===== src/rtl/afifo_pkg.sv =====
// Shared defaults and types for the async FIFO read-side drain logic.
// No logic; constants and the 2-bit output-buffer level type only.
package afifo_pkg;
    localparam int DEF_DATA_WIDTH = 32;
    localparam int DEF_CNT_WIDTH  = 16;

    typedef logic [1:0] level_t;

    localparam level_t LVL_EMPTY = 2'd0;
    localparam level_t LVL_FULL  = 2'd2;
endpackage


===== src/rtl/afifo_skid2.sv =====
// Two-entry in-order output buffer; head word and valid come straight from flops.
// Latency 1 cycle push-to-head; caller must not push at level 2, pop only while head valid.
module afifo_skid2
    import afifo_pkg::*;
#(
    parameter int DATA_WIDTH = DEF_DATA_WIDTH
) (
    input  logic                  clk,
    input  logic                  rst_n,
    input  logic                  push_vld_i,
    input  logic [DATA_WIDTH-1:0] push_dat_i,
    input  logic                  pop_i,
    output level_t                level_o,
    output logic                  head_vld_o,
    output logic [DATA_WIDTH-1:0] head_dat_o
);
    level_t                level_q, level_d;
    logic [DATA_WIDTH-1:0] e0_q, e0_d;
    logic [DATA_WIDTH-1:0] e1_q, e1_d;

    always_comb begin
        level_d = level_q;
        e0_d    = e0_q;
        e1_d    = e1_q;
        unique case ({push_vld_i, pop_i})
            2'b10: begin
                if (level_q == LVL_EMPTY) begin
                    e0_d = push_dat_i;
                end else begin
                    e1_d = push_dat_i;
                end
                level_d = level_q + 2'd1;
            end
            2'b01: begin
                e0_d    = e1_q;
                level_d = level_q - 2'd1;
            end
            2'b11: begin
                // At level 1 the incoming word replaces the departing head.
                if (level_q == LVL_FULL) begin
                    e0_d = e1_q;
                    e1_d = push_dat_i;
                end else begin
                    e0_d = push_dat_i;
                end
            end
            default: ;
        endcase
    end

    always_ff @(posedge clk or negedge rst_n) begin
        if (!rst_n) begin
            level_q <= LVL_EMPTY;
            e0_q    <= '0;
            e1_q    <= '0;
        end else begin
            level_q <= level_d;
            e0_q    <= e0_d;
            e1_q    <= e1_d;
        end
    end

    assign level_o    = level_q;
    assign head_vld_o = (level_q != LVL_EMPTY);
    assign head_dat_o = e0_q;
endmodule


===== src/rtl/afifo_rd_drain.sv =====
// Pops async-FIFO words into a 2-entry buffer and streams them out valid/ready, with debug counters.
// Latency 1 cycle rinc-to-m_valid; m_ready never reaches rinc, pops stop when the buffer holds 2.
module afifo_rd_drain
    import afifo_pkg::*;
#(
    parameter int DATA_WIDTH = DEF_DATA_WIDTH,
    parameter int CNT_WIDTH  = DEF_CNT_WIDTH
) (
    input  logic                  rclk,
    input  logic                  rrst_n,
    input  logic                  en,
    input  logic                  rempty,
    input  logic [DATA_WIDTH-1:0] rdata,
    output logic                  rinc,
    output logic                  m_valid,
    output logic [DATA_WIDTH-1:0] m_data,
    input  logic                  m_ready,
    output logic [1:0]            buf_level,
    output logic [CNT_WIDTH-1:0]  pop_count,
    output logic [CNT_WIDTH-1:0]  stall_cnt
);
    logic                 run_q;
    logic [CNT_WIDTH-1:0] pop_count_q, pop_count_d;
    logic [CNT_WIDTH-1:0] stall_cnt_q, stall_cnt_d;
    level_t               level;
    logic                 out_pop;

    // run holds pops off until the first edge after reset release.
    assign rinc    = run_q & en & ~rempty & (level != LVL_FULL);
    assign out_pop = m_valid & m_ready;

    afifo_skid2 #(
        .DATA_WIDTH (DATA_WIDTH)
    ) u_skid (
        .clk        (rclk),
        .rst_n      (rrst_n),
        .push_vld_i (rinc),
        .push_dat_i (rdata),
        .pop_i      (out_pop),
        .level_o    (level),
        .head_vld_o (m_valid),
        .head_dat_o (m_data)
    );

    always_comb begin
        pop_count_d = pop_count_q;
        stall_cnt_d = stall_cnt_q;
        if (rinc) begin
            pop_count_d = pop_count_q + CNT_WIDTH'(1);
        end
        if (m_valid && !m_ready && (stall_cnt_q != '1)) begin
            stall_cnt_d = stall_cnt_q + CNT_WIDTH'(1);
        end
    end

    always_ff @(posedge rclk or negedge rrst_n) begin
        if (!rrst_n) begin
            run_q       <= 1'b0;
            pop_count_q <= '0;
            stall_cnt_q <= '0;
        end else begin
            run_q       <= 1'b1;
            pop_count_q <= pop_count_d;
            stall_cnt_q <= stall_cnt_d;
        end
    end

    assign buf_level = level;
    assign pop_count = pop_count_q;
    assign stall_cnt = stall_cnt_q;
endmodule


===== config.mk =====
export PLATFORM = sky130hd
export DESIGN_NAME = afifo_rd_drain
export DESIGN_NICKNAME = d
export VERILOG_FILES = /design/src/rtl/afifo_pkg.sv /design/src/rtl/afifo_skid2.sv /design/src/rtl/afifo_rd_drain.sv
export SDC_FILE = /design/constraint.sdc
export NUM_CORES = 1
export LEC_CHECK = 0
export ABC_AREA = 1
export ABC_CLOCK_PERIOD_IN_PS = 2300
export BUFFER_PORTS_ARGS = -buffer_cell sky130_fd_sc_hd__buf_2
export CAP_MARGIN = 20
export CORE_AREA = 3 3 110 123
export DETAILED_ROUTE_END_ITERATION = 7
export DIE_AREA = 0 0 113 126
export PLACE_DENSITY_LB_ADDON = 0.15
export SLEW_MARGIN = 5
export SYNTH_ARGS = -nofsm -noshare
export SYNTH_HDL_FRONTEND = slang
export SYNTH_SLANG_ARGS = --single-unit

===== constraint.sdc =====
create_clock -name rclk -period 2.3 [get_ports rclk]
set_input_delay 0.46 -clock rclk [delete_from_list [all_inputs] [get_ports rclk]]
set_output_delay 0.46 -clock rclk [all_outputs]
set_load 0.03 [all_outputs]

==> flow_summary.json <==
{
  "status": "finished clean",
  "core_area_mm2": 0.01248,
  "antennaDiodeCount": 0,
  "max_cap_viol_count": 0,
  "fin_cells": 896,
  "p_leak_nw": 3.152,
  "areaGrowthSynthToFinish_pct": 21.51,
  "drc_errors": 0,
  "cts_tree": "built",
  "synth_nets": 673,
  "yosysWarnings": 0,
  "htreeDepth": 3,
  "required_ps": 1840,
  "grt_pass1_wl_mm": 20.63,
  "io_pins": 105,
  "finalMaxSlewViolations": 0,
  "numCtsBuffers": 9,
  "start_util_pct": 39.29,
  "max-slew-margin-rel_pct": 60.73,
  "grt_usage_pct": 17.70,
  "endpoint_kind": "output port",
  "cts.clk_slew.worst_paths_ps": 70,
  "period_minus_slack_ps": 2001,
  "power.internal_mw": 4.210,
  "portBuffers": 104,
  "dr.pass1.iters": 6,
  "wl_per_cell_um": 13.44,
  "cp_max_fo": 14,
  "skew_ps": 9.321,
  "finalSetupViolations": 0,
  "p_sw_share_pct": 43.64,
  "dp_worst_setup_slack_ps": 219.6,
  "clkSinkCount": 99,
  "synth_area_mm2": 0.004905,
  "die_w_um": 113,
  "critical_path_class": "reg -> out",
  "final_area_mm2": 0.005959,
  "cts_hold_buf": 0,
  "gp_congestion": 0.7600,
  "fillers": 1300,
  "die_y_um": 126,
  "vias": 4312,
  "routed_wl_mm": 12.04,
  "antenna_found_initial": 0,
  "drive_gt1_share_pct": 20.30,
  "synth_area_per_cell_um2": 7.773,
  "insertion_delay_ps": 340,
  "period_share_pct": 86.98,
  "avgViaCountPerCell": 4.813,
  "nNetsFinal": 776,
  "tns_ps": 0,
  "grt_pass1_vias": 4284,
  "reg2reg_depth": 11,
  "synthDistinctLibCells": 27,
  "cts_max_path_buffers": 2,
  "ys_seq_area_share_pct": 50.51,
  "synth-seq-cells": 99,
  "fmax_mhz": 499.9,
  "min_path_type": "in -> async",
  "gr-total-overflow": 0,
  "p_comb_share_pct": 41.1,
  "final_antenna_net_count": 0,
  "post-dp-hpwl_mm": 8.513,
  "fin_hold_ws_ps": 71.51,
  "rsz0062_at_grt": "false",
  "post-cts-setup-buffers": 0,
  "fin_ws_ps": 299.4,
  "rows": 43,
  "p_per_area_mw_per_mm2": 1253,
  "grt_max_degree": 49,
  "p_switching_mw": 3.260,
  "dieArea_mm2": 0.01424,
  "drtIter0Drc": 268,
  "place_area_mm2": 0.005665,
  "placedCellCount": 880,
  "pwr-share-seq_pct": 38.6,
  "clkPwrFrac_pct": 20.3,
  "cp.arrival_ps": 1540,
  "syn_inst": 631,
  "peakVddDrop_uv": 647.2,
  "cts_resized": 0,
  "start_kind": "register",
  "clockRootBuffer": "clkbuf_16",
  "hold_viol": 0,
  "tightest_slew_ps": 588.2
}
cells in the final DEF (no fill, tap or decap), types with 2 or more instances in the layout:
master	synthesis	routed
nand2_1	237	237
buf_2	20	103
dfrtp_1	99	99
o21ai_0	69	69
inv_1	56	56
nand3_1	50	50
nor2_1	33	33
xor2_1	14	14
buf_4	4	11
o21ai_1	10	10
clkbuf_16	0	9
ha_1	5	5
buf_12	0	5
xnor2_1	4	4
nand4_1	4	4
nand3b_1	4	4
inv_2	3	3
nand2_2	3	3
nor2_4	2	2
nor2_2	2	2
a21oi_1	2	2
clkinv_2	0	2
power by group through the flow:
| stage | clock network [mW] | registers, mW | logic [mW] |
|---|---|---|---|
| after floorplan | 0 | 3.66 | 1.35 |
| after global placement | 0 | 2.89 | 3.06 |
| after detailed placement | 0 | 2.91 | 3.11 |
| after CTS | 1.58 | 2.90 | 3.12 |
| after global routing | 1.63 | 2.99 | 3.41 |
| final | 1.51 | 2.89 | 3.07 |
Yosys cell counts, drive strengths merged:
cell	instances	area share, %
nand3b	4	0.61
o21bai	1	0.23
nand2	241	19
xnor2	4	0.71
o21ai	80	8.2
buf	24	2.7
inv	60	4.6
ha	5	1.3
conb	1	0.076
clkbuf	3	0.23
nor2	37	3.2
nand4	4	0.51
dfrtp	99	51
nand3	50	5.1
xor2	14	2.5
a21oi	4	0.71
worst paths after layout:
| kind | to | from | slack, ps |
|---|---|---|---|
| max in group asynchronous | u_skid.head_dat_o[8]$_DFFE_PN0P_ | rrst_n | 1560 |
| hold / removal | stall_cnt[10]$_DFFE_PN0P_ | rrst_n | 70 |
| setup / recovery | rinc | u_skid.level_o[1]$_DFFE_PN0P_ | 300 |
| setup reg to reg | u_skid.head_dat_o[25]$_DFFE_PN0P_ | u_skid.level_o[1]$_DFFE_PN0P_ | 300 |
| min in group rclk | u_skid.e1_q[21]$_DFFE_PN0P_ | rdata[21] | 380 |
| hold reg to reg | u_skid.head_dat_o[30]$_DFFE_PN0P_ | u_skid.head_dat_o[30]$_DFFE_PN0P_ | 480 |
state kept, by name (all words and copies together) (netlist names):
register / cells
u_skid.head_dat_o: 32
u_skid.level_o: 2
run_q: 1
u_skid.e1_q: 32
pop_count: 16
stall_cnt: 16
worst max-delay path: stages (launching register included):
cell and delay, ps:
dfrtp_1 430, nand2_2 110, nand2_2 70, nor2_4 150
buf_4 220, buf_2 220
layer usage:
| layer | vias to the layer above | part of all wire [%] | global-route usage, % |
|---|---|---|---|
| met5 | - | 0 | 0 |
| met4 | 0 | 1.1 | 5.092 |
| met3 | 11 | 4.1 | 3.316 |
| met2 | 85 | 47 | 29.25 |
| met1 | 2036 | 47 | 23.78 |
| li1 | 2180 | - | - |
stage by stage:
step / power (mW) / util, %
after global routing: 8.023 / 47.74
after CTS: 7.599 / 47.74
final: 7.470 / 47.74
after global placement: 5.944 / 45.39
after detailed placement: 6.023 / 45.39
after floorplan: 5.007 / -
final cells by class:
class	count	area, µm²	share of cell area (%)
Timing Repair Buffer	119	698.2	11.72
Multi-Input combinational cell	445	2066	34.66
Clock inverter	6	65.06	1.092
Sequential cell	99	2477	41.57
Tap cell	157	196.4	3.296
Inverter	60	227.7	3.821
Clock buffer	10	229.0	3.842
cells by family (layout without fill, tap and decap cells):
family | Yosys count | count (layout) | share of synthesized area (%)
buffers and inverters | 87 | 195 | 7.526
AOI/OAI and AO/OA | 85 | 85 | 9.184
DFF | 99 | 99 | 50.51
xor gates and xnor gates | 18 | 18 | 3.214
adders and majority gates | 5 | 5 | 1.276
and+or+nand+nor | 336 | 336 | 28.21
other | 1 | 1 | 0.07646
(Power assumes the default switching activity.)
